--- config.mk ---
export PLATFORM = sky130hd
export DESIGN_NAME = add_arbiter
export DESIGN_NICKNAME = d
export VERILOG_FILES = /design/src/rtl/add_arbiter.sv
export SDC_FILE = /design/constraint.sdc
export NUM_CORES = 1
export LEC_CHECK = 0
export BUFFER_PORTS_ARGS = -buffer_cell sky130_fd_sc_hd__buf_2
export CAP_MARGIN = 15
export CORE_ASPECT_RATIO = 0.8
export CORE_UTILIZATION = 48
export DETAILED_ROUTE_END_ITERATION = 8
export GPL_ROUTABILITY_DRIVEN = 0
export PLACE_DENSITY_LB_ADDON = 0.2
export SLEW_MARGIN = 10
export SYNTH_ARGS = -nofsm -noshare
export SYNTH_HDL_FRONTEND = slang
export SYNTH_SLANG_ARGS = --single-unit
--- constraint.sdc ---
create_clock -name clk -period 10.55 [get_ports clk]
set_clock_uncertainty 0.05 [all_clocks]
set_input_delay 1.055 -clock clk [delete_from_list [all_inputs] [get_ports clk]]
set_output_delay 1.055 -clock clk [all_outputs]
set_load 0.05 [all_outputs]
--- src/rtl/add_arbiter.sv ---
// Round-robin arbiter that time-shares one W-bit adder among NREQ requesters.
// The winning requester's operands are summed and held on a valid/ready result port.
module add_arbiter #(
    parameter int NREQ = 4,
    parameter int W    = 8
) (
    input  logic                     clk,
    input  logic                     rst,
    input  logic [NREQ-1:0]          req,
    input  logic [NREQ*W-1:0]        x_in,
    input  logic [NREQ*W-1:0]        y_in,
    output logic [NREQ-1:0]          gnt,
    output logic                     res_valid,
    input  logic                     res_ready,
    output logic [$clog2(NREQ)-1:0]  res_id,
    output logic [W-1:0]             res_sum,
    output logic                     res_carry,
    output logic [15:0]              op_count
);

    localparam int IDW = $clog2(NREQ);

    // Unsigned add returning {carry, sum}; the single adder shared by all requesters.
    function automatic logic [W:0] add_carry(input logic [W-1:0] a, input logic [W-1:0] b);
        return {1'b0, a} + {1'b0, b};
    endfunction

    logic [IDW-1:0]  r_ptr;
    logic            r_valid_p1;
    logic [IDW-1:0]  r_id_p1;
    logic [W-1:0]    r_sum_p1;
    logic            r_carry_p1;
    logic [15:0]     r_count;

    logic            w_free;
    logic            w_found;
    logic            w_fire;
    logic [IDW-1:0]  w_idx;
    logic [IDW:0]    w_cand;
    logic [NREQ-1:0] w_sel;
    logic [W-1:0]    w_x;
    logic [W-1:0]    w_y;
    logic [W:0]      w_add;

    // Stage p0: pick the first pending request at or above ptr, wrapping.
    always_comb begin
        w_free  = !r_valid_p1 || res_ready;
        w_found = 1'b0;
        w_idx   = '0;
        w_cand  = '0;
        for (int k = 0; k < NREQ; k++) begin
            w_cand = {1'b0, r_ptr} + (IDW+1)'(k);
            if (w_cand >= (IDW+1)'(NREQ))
                w_cand = w_cand - (IDW+1)'(NREQ);
            if (!w_found && req[IDW'(w_cand)]) begin
                w_found = 1'b1;
                w_idx   = IDW'(w_cand);
            end
        end
        w_fire = w_free && w_found && !rst;
    end

    always_comb begin
        w_sel = '0;
        w_x   = '0;
        w_y   = '0;
        for (int i = 0; i < NREQ; i++) begin
            w_sel[i] = w_fire && (w_idx == IDW'(i));
            if (w_idx == IDW'(i)) begin
                w_x = x_in[i*W +: W];
                w_y = y_in[i*W +: W];
            end
        end
        w_add = add_carry(w_x, w_y);
    end

    assign gnt = w_sel;

    // Stage p1: result register, round-robin pointer and grant counter.
    always_ff @(posedge clk) begin
        if (rst) begin
            r_ptr      <= '0;
            r_valid_p1 <= 1'b0;
            r_id_p1    <= '0;
            r_sum_p1   <= '0;
            r_carry_p1 <= 1'b0;
            r_count    <= '0;
        end else if (w_fire) begin
            r_sum_p1   <= w_add[W-1:0];
            r_carry_p1 <= w_add[W];
            r_id_p1    <= w_idx;
            r_valid_p1 <= 1'b1;
            r_ptr      <= (w_idx == IDW'(NREQ-1)) ? '0 : w_idx + 1'b1;
            r_count    <= r_count + 16'd1;
        end else if (r_valid_p1 && res_ready) begin
            r_valid_p1 <= 1'b0;
        end
    end

    assign res_valid = r_valid_p1;
    assign res_id    = r_id_p1;
    assign res_sum   = r_sum_p1;
    assign res_carry = r_carry_p1;
    assign op_count  = r_count;

endmodule

* Word level (Yosys, flattened, before mapping)
Index checks and enable logic that the tools add are counted.
** Storage, ports and cells
- Register bits after elaboration :: 30
- Bits in latches :: 0
- RAM bits :: 0
- Memory bits (read-only) :: 0
- Input bits :: 71
- Logic and storage cells :: 76
- Memories :: 0
** Operators by class
- Add/sub/neg operators :: 10
- Multipliers :: 0
- Div/mod/pow operators :: 0
- $lt $le $gt $ge :: 8
- Eq/ne operators :: 3
- Shifts and indexed selects :: 0
- Mux-type cells :: 31
- Bitwise logic cells :: 0
- Reductions and logical operators :: 18
** Operator list (count)
- $mux 8 :: 8
- $mux 2 :: 9
- $add 16x1->16 const B :: 1
- $lt 2x3->1 const B :: 4
- $logic_and 1x1->1 :: 10
- $mux 1 :: 10
- $add 8x8->9 :: 1
- $ge 3x3->1 const B :: 3
- $bmux 1 s2 :: 4
- $sub 2x1->2 const B :: 4
- $add 2x2->3 const B :: 2
- $logic_not 1->1 :: 5
- $eq 2x2->1 const B :: 2
- $add 2x1->3 const B :: 1
- $ge 2x3->1 const B :: 1
- $add 2x1->2 const B :: 1
- $eq 2x1->1 const B :: 1
- $logic_not 2->1 :: 1
- $reduce_bool 2->1 :: 1
- $logic_or 1x1->1 :: 1

* Logic depth before layout (Yosys ltp)
Gate-level depths: netlist of the first run.
- Depth after elaboration :: 20
- Mapped depth :: 15

* Least setup slack after synthesis of the first run
OpenSTA, ideal clock, no wires.
- Kind :: input port to flip-flop
- From :: input req[2]
- To :: register r_carry_p1, in the netlist res_carry
- Arrival :: 4.039 ns
- Required time :: 10.375 ns
- Setup slack :: 6.336 ns
- Stages on the path :: 15
- Cells stage by stage :: mux2i_1 -> nor2_1 -> nor3_1 -> inv_1 -> ha_1 -> nor2b_1 -> clkbuf_1 -> a221oi_1 -> o31ai_1 -> ha_1 -> fa_1 -> a21oi_1 -> o21a_1 -> a21oi_1 -> o41a_1
** On the way
- Word-level cells in the longest chain between the ends :: 18
- Elaborated cells on any way between the ends :: 37
- Those cells by class :: add/sub: 1; eq/ne: 3; mux: 24; reduce/logical: 9
** RTL lines
- start: declaration :: RTL line 9 : input logic [NREQ-1:0] req,
- $bmux 1 s2 :: RTL line 55 : if (!w_found && req[IDW'(w_cand)]) begin
- $mux 1 (not written as such) :: RTL line 55
- $mux 1 :: RTL line 55
- $logic_not 1->1 :: RTL line 55
- $logic_and 1x1->1 :: RTL line 55
- $mux 1 :: RTL line 55
- $logic_not 1->1 :: RTL line 55
- $logic_and 1x1->1 :: RTL line 55
- $mux 1 :: RTL line 55
- $logic_not 1->1 :: RTL line 55
- $logic_and 1x1->1 :: RTL line 55
- $mux 2 (*) :: RTL line 55
- named net w_idx[0] :: RTL line 38 : logic [IDW-1:0] w_idx;
- $logic_not 2->1 :: RTL line 69 : if (w_idx == IDW'(i)) begin
- $mux 8 (4 in series) :: RTL line 69
- $add 8x8->9 (*) :: RTL line 25 : return {1'b0, a} + {1'b0, b};
- end signal: assignment :: RTL line 90 : r_carry_p1 <= w_add[W];
- end: declaration :: RTL line 32 : logic r_carry_p1;
Mark *: on every way through the listed nets, which the timed path passes. The rest lies on a longest branch. The select of a mux whose other input is x is not followed.
A chain may end at the register's enable or synchronous reset.

* Worst setup path in the final report of the first run
- From :: input req[0]
- To :: register r_carry_p1, in the netlist res_carry
The elaborated chain is that of the path after synthesis.

==> flow_metrics.tcl, run 1 <==
set metrics [dict create \
    status "finished clean" \
    hold_class "reg2reg" \
    synth_top_cell_area_share 0.267 \
    rsz0062_at_grt "no" \
    synth_compound_area_frac 0.293 \
    root_buffer "clkbuf_8" \
    core_area_mm2 0.00434 \
    cts_setup_buffers 0 \
    grt_pass1_vias 2240 \
    dr.pass1.iters 4 \
    ys_seq_area_frac 0.267 \
    postSynthAreaPerCell_um2 7.80 \
    clk-insertion-delay-late_ps 290 \
    ant_nets 0 \
    netlist-cell-type-count 48 \
    netlist_top_cells_count "nand2_1, dfxtp_1, a21oi_1" \
    synth_area_leaders "dfxtp_1, ha_1, o31ai_1, nand2_1, a21oi_1" \
    num-nets-final 466 \
    cts_tree "built" \
    synth.area.mux_share 0.00888 \
    crit_arrival_ps 4950 \
    clock_sinks 30 \
    cts.reportedPaths.clkPinSlew_ps 70 \
    drcViolationCount 0 \
    clock_path_buffers 2 \
    portBuffers 102 \
    fin_crit_sh 0.458 \
    synth_xor_area_frac 0.0117 \
    die_h_um 63.3 \
    fmax_mhz 207 \
    die_w_um 78.6 \
    synth.yosys.warnings 0 \
    grt_remaining_overflow 0 \
    synthFlopType "dfxtp_1" \
    synth-simple-area-share 0.282 \
    power_density_mw_per_mm2 187 \
    fin_crit_ps 4830 \
    drive_gt1_frac 0.317 \
    maxSlewViolCount 0 \
    wl_um 5700 \
    vias 2465 \
    fin_cells 439 \
    worst-setup-path-type "in2reg" \
    path_max_fanout 22 \
    slew_headroom 0.342 \
    drv_cap 0 \
    synth-seq-cells 30 \
    syn_area_mm2 0.00225 \
    num_io_pins 103 \
    worst_slack_ps 5720 \
    tns_ps 0 \
    synth_nets 374 \
    die_area_mm2 0.00497 \
    track_usage 0.240 \
    hold_violations 0 \
    p_leak_nw 1.25 \
    ctsResizeCount 0 \
    crit_path_end_kind "flop" \
    num_rows 21 \
    initialDrtViolationCount 170 \
    stdcell_area_mm2 0.00285 \
    synthAdderAreaFrac 0.0811 \
    postCtsHoldBufs 0 \
    grt_pass1_wl_um 9630 \
    dp_hpwl_um 4290 \
    synth.most_common_cell "nand2_1" \
    synthToLayoutAreaGrowth_pct 26.5 \
    cts_max_level 2 \
    async_flop_share 0 \
    place_ws_ps 5470 \
    worstPathRequired_ps 10660 \
    synth_cells 289 \
    numCtsBuffers 5 \
    wl_per_cell_um 13.0 \
    finalSetupViolations 0 \
    initial_core_util 0.520 \
    worst_pin_slew_ps 987 \
    max-vdd-ir-drop_v 0.000123 \
    startpoint_type "primary input" \
    grt_antenna_before_repair 0 \
    yosys.area.top_type "dfxtp_1" \
    n_antenna_cell 0 \
    dp_cells 431 \
    dpl_cell_area_mm2 0.00276 \
    grt_max_degree 34 \
    routed_via_density 5.62 \
    synth_top_family_by_area "compound AO/OA/AOI/OAI gates" \
    synth_edf_count 0 \
]
==> registers in the layout, summed over array words and instances, names as in the netlist <==
register / count
res_carry: 1
op_count: 16
res_id: 2
res_sum: 8
res_valid: 1
r_ptr: 2
==> path summary, 6_finish.rpt <==
path | startpoint | to | slack, ps | cells after the start
min reg2reg | res_sum[1]$_SDFFE_PP0P_ | res_sum[1]$_SDFFE_PP0P_ | 410 | 2
max reg2reg | r_ptr[1]$_SDFFE_PP0P_ | res_carry$_SDFFE_PP0P_ | 6120 | 13
max | req[0] | res_carry$_SDFFE_PP0P_ | 5720 | 14
min | res_sum[1]$_SDFFE_PP0P_ | res_sum[1]$_SDFFE_PP0P_ | 410 | 2
==> stage by stage <==
| stage | power, mW | hold slack (ps) | util |
|---|---|---|---|
| 5_1_grt | 0.573 | 432 | 0.658 |
| 2_1_floorplan | 0.373 | 405 | - |
| 3_5_place_dp | 0.436 | 402 | 0.637 |
| 3_3_place_gp | 0.433 | 395 | 0.637 |
| 6_report | 0.533 | 409 | 0.658 |
| 4_1_cts | 0.534 | 412 | 0.658 |
==> worst max-delay path: stages <==
cell and delay (ps):
buf_2 140, mux2i_1 130, nor2_1 50, nor3_1 480
ha_1 700, nor2b_1 350, a221oi_1 340, o31ai_1 110
ha_1 290, fa_1 420, a21oi_1 280, o21a_1 190
a21oi_1 80, o41a_1 310
==> per-layer routing <==
| metal | up-vias | share of wire | wire [um] | GRT usage |
|---|---|---|---|---|
| met1 | 1130 | 0.51 | 2900 | 0.315 |
| li1 | 1276 | - | - | - |
| met4 | 0 | 0.0054 | 31 | 0.0856 |
| met3 | 5 | 0.040 | 228 | 0.0420 |
| met2 | 54 | 0.44 | 2540 | 0.391 |
| met5 | - | 0 | 0 | 0 |
==> logic make-up (layout without fill, tap and decap cells) <==
kind of cell,count (synthesis),in the layout
xor gates and xnor gates,3,3
adders and majority gates,14,14
DFF,30,30
buffers and inverters,30,123
muxes,2,2
and+or+nand+nor,115,115
AOI/OAI and AO/OA,95,95
==> cell usage in the layout, fill, tap and decap left out, types with 3 or more instances in the layout <==
master	instances
buf_2	102
nand2_1	41
dfxtp_1	30
a21oi_1	26
o31ai_1	21
nor2b_1	15
nand3_1	13
ha_1	13
a221oi_1	12
nor2_1	10
inv_1	10
or4_1	9
o21ai_0	6
clkbuf_8	6
and2_1	5
o21a_1	4
nand3b_1	4
nor3_1	3
o311ai_0	3
o41ai_1	3
o21ai_1	3
o211ai_1	3
nand4_1	3
xnor2_1	3
a211oi_1	3
==> final cells by class <==
type	count	area (um2)
Fill cell	393	1480
Clock inverter	1	5.00
Timing Repair Buffer	103	518
Sequential cell	30	601
Clock buffer	7	86.3
Inverter	12	45.0
Tap cell	57	71.3
Multi-Input combinational cell	229	1530
==> report_power, final <==
part           switching [mW]  leakage [nW]  internal, mW  total, mW
registers              0.0120         0.246         0.132      0.144
logic                   0.187         0.959         0.105      0.292
clock network          0.0443        0.0482        0.0525     0.0968
total                   0.243          1.25         0.290      0.533
Power figures use the tool's default switching activity.
==> inputs of run 2 (changes only) <==
CORE_UTILIZATION = 43   (was 48)
clock period = 4.3 ns   (was 10.55 ns; I/O delays follow)
==> run 2 against run 1 <==
Global-route usage decreased by 1.8 points. Critical path type is now reg2reg. Sequential share of layout area decreased by 0.32 points. Flip-flop and latch count unchanged. Clock power increased by 140%. Hold slack got worse by 4.6 ps. Power increased by 150%. Register-to-register slack got worse by 5500 ps. Cell count increased by 2.3%. Die area increased by 11%. Final area increased by 1.5%. Sequential power increased by 150%. Largest power group unchanged. Routed wire length increased by 7.2%.
==> flow_metrics.tcl, run 2 (same netlist as run 1, synthesis figures left out) <==
set metrics [dict create \
    hold_class "reg2reg" \
    fmax_mhz 269 \
    vias 2503 \
    fin_crit_sh 0.865 \
    place_ws_ps 512 \
    startpoint_type "flop" \
    worst-setup-path-type "reg2reg" \
    ctsResizeCount 0 \
    die_w_um 82.9 \
    root_buffer "clkbuf_8" \
    intPower_mw 0.721 \
    core_area_mm2 0.00504 \
    drive_gt1_frac 0.326 \
    power_frac_clock 0.176 \
    track_usage 0.222 \
    mostFrequentLayoutCells "buf_2, nand2_1, dfxtp_1, a21oi_1, o31ai_1" \
    routed_via_density 5.57 \
    rsz0062_at_grt "no" \
    dp_hpwl_um 4730 \
    clock_sinks 30 \
    finalSetupViolations 0 \
    numCtsBuffers 5 \
    final_common_cell "buf_2" \
    slew_headroom 0.609 \
    power_density_mw_per_mm2 456 \
    swShare 0.454 \
    cts_setup_buffers 0 \
    cts_tree "built" \
    grt_pass1_wl_um 10100 \
    cts_max_level 2 \
    die_h_um 66.8 \
    drcViolationCount 0 \
    crit_path_end_kind "flop" \
    n_fill_cell 496 \
    stdcell_area_mm2 0.00290 \
    worst_pin_slew_ps 582 \
    maxSlewViolCount 0 \
    clock_path_buffers 2 \
    die_area_mm2 0.00554 \
    drv_cap 0 \
    synthToLayoutAreaGrowth_pct 28.5 \
    initialDrtViolationCount 79 \
    fin_crit_ps 3720 \
    status "finished clean" \
    cts.reportedPaths.clkPinSlew_ps 60 \
    max-vdd-ir-drop_v 0.000446 \
    ant_nets 0 \
    num_io_pins 103 \
    initial_core_util 0.447 \
    power_mw 1.32 \
    grt_remaining_overflow 0 \
    worstPathRequired_ps 4410 \
    wl_um 6110 \
    tns_ps 0 \
    postCtsHoldBufs 0 \
    grt_antenna_before_repair 0 \
    crit_arrival_ps 3830 \
    n_antenna_cell 0 \
    portBuffers 102 \
    p_leak_nw 1.28 \
    p_seq_frac 0.268 \
    hold_ws_ps 404 \
    wl_per_cell_um 13.6 \
    grt_max_degree 24 \
    worst_slack_ps 581 \
    dpl_cell_area_mm2 0.00280 \
    grt_pass1_vias 2319 \
    power.switching_mw 0.599 \
    dr.pass1.iters 4 \
    num-nets-final 471 \
    path_max_fanout 12 \
    hold_violations 0 \
    num_rows 23 \
    pwr-share-comb 0.556 \
    clk-insertion-delay-late_ps 280 \
    largest_reg_flops 16 \
]
[run 2: cell types whose count changed in the layout (fill, tap and decap cells not counted)]
cell / delta
buf_4: +5
[run 2: metrics by stage]
stage / utilization / cells
2_1_floorplan: - / 289
3_3_place_gp: 0.557 / 441
3_5_place_dp: 0.557 / 441
4_1_cts: 0.575 / 449
5_1_grt: 0.575 / 449
6_report: 0.575 / 449
[run 2: power by group through the flow]
stage	sequential (mW)	combinational (mW)	clock [mW]
CTS	0.353	0.735	0.238
global placement	0.358	0.726	0
floorplan	0.495	0.421	0
finish	0.354	0.735	0.232
detailed placement	0.359	0.731	0
global route	0.358	0.812	0.251
[run 2: critical path, cell delays in order, from the launching register on]
cell      delay (ps)
dfxtp_1          420
mux2i_1          220
nor2_1            60
nor3_1           160
buf_4            160
inv_1             60
ha_1             250
nor2b_1          150
buf_4            170
a221oi_1         270
o31ai_1          110
ha_1             260
fa_1             400
a21oi_1          260
o21a_1           210
a21oi_1          100
o41a_1           310
[run 2: worst paths after layout]
| check | depth (start not counted) | slack (ps) | to | from |
|---|---|---|---|---|
| setup / recovery | 16 | 580 | res_carry$_SDFFE_PP0P_ | r_ptr[1]$_SDFFE_PP0P_ |
| hold / removal | 2 | 400 | res_sum[1]$_SDFFE_PP0P_ | res_sum[1]$_SDFFE_PP0P_ |
| hold reg to reg | 2 | 400 | res_sum[1]$_SDFFE_PP0P_ | res_sum[1]$_SDFFE_PP0P_ |
| setup reg to reg | 16 | 580 | res_carry$_SDFFE_PP0P_ | r_ptr[1]$_SDFFE_PP0P_ |
[run 2: cell type report]
class | count | area [um2] | share of cell area
multi-input cells | 229 | 1530 | 0.527
flip-flops and latches | 30 | 601 | 0.207
repair buffers | 108 | 556 | 0.192
clock buffers | 7 | 86.3 | 0.0298
well taps | 62 | 77.6 | 0.0268
inverters | 12 | 45.0 | 0.0156
clock inverters | 1 | 5.00 | 0.00173
[run 2: metal layers]
metal | vias to the layer above | part of all wire | track usage | wire (um)
met5 | - | 0 | 0 | 0
met4 | 0 | 0.0021 | 0.0603 | 13
met3 | 2 | 0.046 | 0.0421 | 283
met2 | 60 | 0.46 | 0.374 | 2790
met1 | 1151 | 0.50 | 0.293 | 3030
li1 | 1290 | - | - | -
==> inputs of run 3 (changes only) <==
==> constraint.sdc (replaced) <==
create_clock -name clk -period 4.3 [get_ports clk]
set_clock_uncertainty 0.05 [all_clocks]
set_input_delay 0.86 -clock clk [delete_from_list [all_inputs] [get_ports clk]]
set_output_delay 0.86 -clock clk [all_outputs]
set_load 0.05 [all_outputs]
==> run 3 against run 2 <==
Setup slack lost 290 ps. Sequential power about the same. Routed wire length shrank 1.4%. Core utilization up 0.30 points. Final area increased by 0.52%. Die area stayed put. Critical path depth shrank 3. Clock-buffer cell count stayed put. Largest power group unchanged. Clock power grew 20%. Cell count unchanged. Non-clock buffer count is the same.
==> flow_metrics.tcl, run 3 (same netlist as run 1, synthesis figures left out) <==
set metrics [dict create \
    status "finished clean" \
    rsz0062_at_grt "no" \
    maxSlewViolCount 0 \
    grt_pass1_wl_um 9780 \
    vias 2545 \
    die_area_mm2 0.00554 \
    final_common_cell "buf_2" \
    die_h_um 66.8 \
    initialDrtViolationCount 156 \
    clock_path_buffers 2 \
    dpl_cell_area_mm2 0.00280 \
    worstPathRequired_ps 4460 \
    track_usage 0.218 \
    slowest_delay_ps 670 \
    critPathBufInv 1 \
    mostFrequentLayoutCells "buf_2, nand2_1, dfxtp_1, a21oi_1, o31ai_1" \
    worst_pin_slew_ps 833 \
    numCtsBuffers 5 \
    ant_nets 0 \
    postCtsHoldBufs 0 \
    path_max_fanout 12 \
    wl_per_cell_um 13.4 \
    cts_setup_buffers 0 \
    core_area_mm2 0.00504 \
    final_core_util 0.578 \
    root_buffer "clkbuf_8" \
    worst-setup-path-type "in2reg" \
    worst_path_dominant_cell_family "compound AO/OA/AOI/OAI gates" \
    drv_cap 0 \
    dr.pass1.iters 4 \
    cts_tree "built" \
    multi_input_area_mm2 0.00153 \
    stdcell_area_mm2 0.00291 \
    die_w_um 82.9 \
    routed_via_density 5.67 \
    grt_pass1_vias 2225 \
    drcViolationCount 0 \
    power_density_mw_per_mm2 467 \
    num_rows 23 \
    n_fill_cell 486 \
    slew_headroom 0.443 \
    tns_ps 0 \
    fmax_mhz 249 \
    grt_max_degree 26 \
    cts_max_level 2 \
    drive_gt1_frac 0.323 \
    cts.reportedPaths.clkPinSlew_ps 70 \
    clock_sinks 30 \
    largest_reg_flops 16 \
    hold_violations 0 \
    ctsResizeCount 0 \
    startpoint_type "primary input" \
    hold_class "reg2reg" \
    num_io_pins 103 \
    crit_arrival_ps 4170 \
    crit_chain "buf_2, a21oi_1, o21a_1, o22ai_1, ha_1, nor2b_1, a221oi_1, o31ai_1, ha_1, a211o_1, and2_1, o21a_1, o211ai_1" \
    wl_um 6030 \
    crit_path_end_kind "flop" \
    n_antenna_cell 0 \
    fin_crit_ps 4010 \
    power_mw 1.36 \
    grt_remaining_overflow 0 \
    initial_core_util 0.447 \
    synthToLayoutAreaGrowth_pct 29.2 \
    cp_slowest_cell "nor2b_1" \
    fin_crit_sh 0.932 \
    p_leak_nw 1.28 \
    clk-insertion-delay-late_ps 280 \
    num-nets-final 471 \
    register_area_um2 601 \
    max-vdd-ir-drop_v 0.000398 \
    finalSetupViolations 0 \
    dp_hpwl_um 4660 \
    grt_antenna_before_repair 0 \
    portBuffers 102 \
]
run 3: worst reg2reg max path, delay by kind of cell (launching register included):
kind / cells / cell delay [ps]
compound gates: 8 / 1790
flops: 1 / 440
fa+ha+maj: 2 / 560
simple gates: 2 / 850
run 3: layer usage:
| metal | routed length, um | GRT usage | vias to the layer above |
|---|---|---|---|
| li1 | - | - | 1281 |
| met1 | 2910 | 0.274 | 1198 |
| met2 | 2820 | 0.381 | 63 |
| met3 | 288 | 0.0483 | 3 |
| met4 | 14 | 0.0539 | 0 |
| met5 | 0 | 0 | - |
run 3: path summary, 6_finish.rpt:
kind / endpoint / slack [ps] / cells past startpoint / start
hold reg to reg: res_sum[1]$_SDFFE_PP0P_ / 400 / 2 / res_sum[1]$_SDFFE_PP0P_
hold / removal: res_sum[1]$_SDFFE_PP0P_ / 400 / 2 / res_sum[1]$_SDFFE_PP0P_
setup / recovery: res_sum[7]$_SDFFE_PP0P_ / 290 / 13 / req[0]
setup reg to reg: res_sum[7]$_SDFFE_PP0P_ / 540 / 12 / r_ptr[1]$_SDFFE_PP0P_
run 3: per-stage QoR:
step	setup WS (ps)	hold WS, ps	instances
global route	13.3	428	449
CTS	291	403	449
detailed placement	-5.42	394	441
finish	290	405	449
global placement	87.2	393	441
floorplan	281	405	289
run 3: layout make-up:
type                    count  area share
clock buffers               7      0.0262
repair buffers            108       0.191
flip-flops and latches     30       0.206
clock inverters             1      0.0103
multi-input cells         229       0.524
well taps                  62      0.0267
inverters                  12      0.0155
run 3: power breakdown:
group	internal (mW)	switching [mW]	leakage (nW)	total [mW]
logic	0.266	0.461	0.984	0.728
registers	0.324	0.0298	0.246	0.353
clock network	0.173	0.105	0.0524	0.278
total	0.763	0.596	1.28	1.36
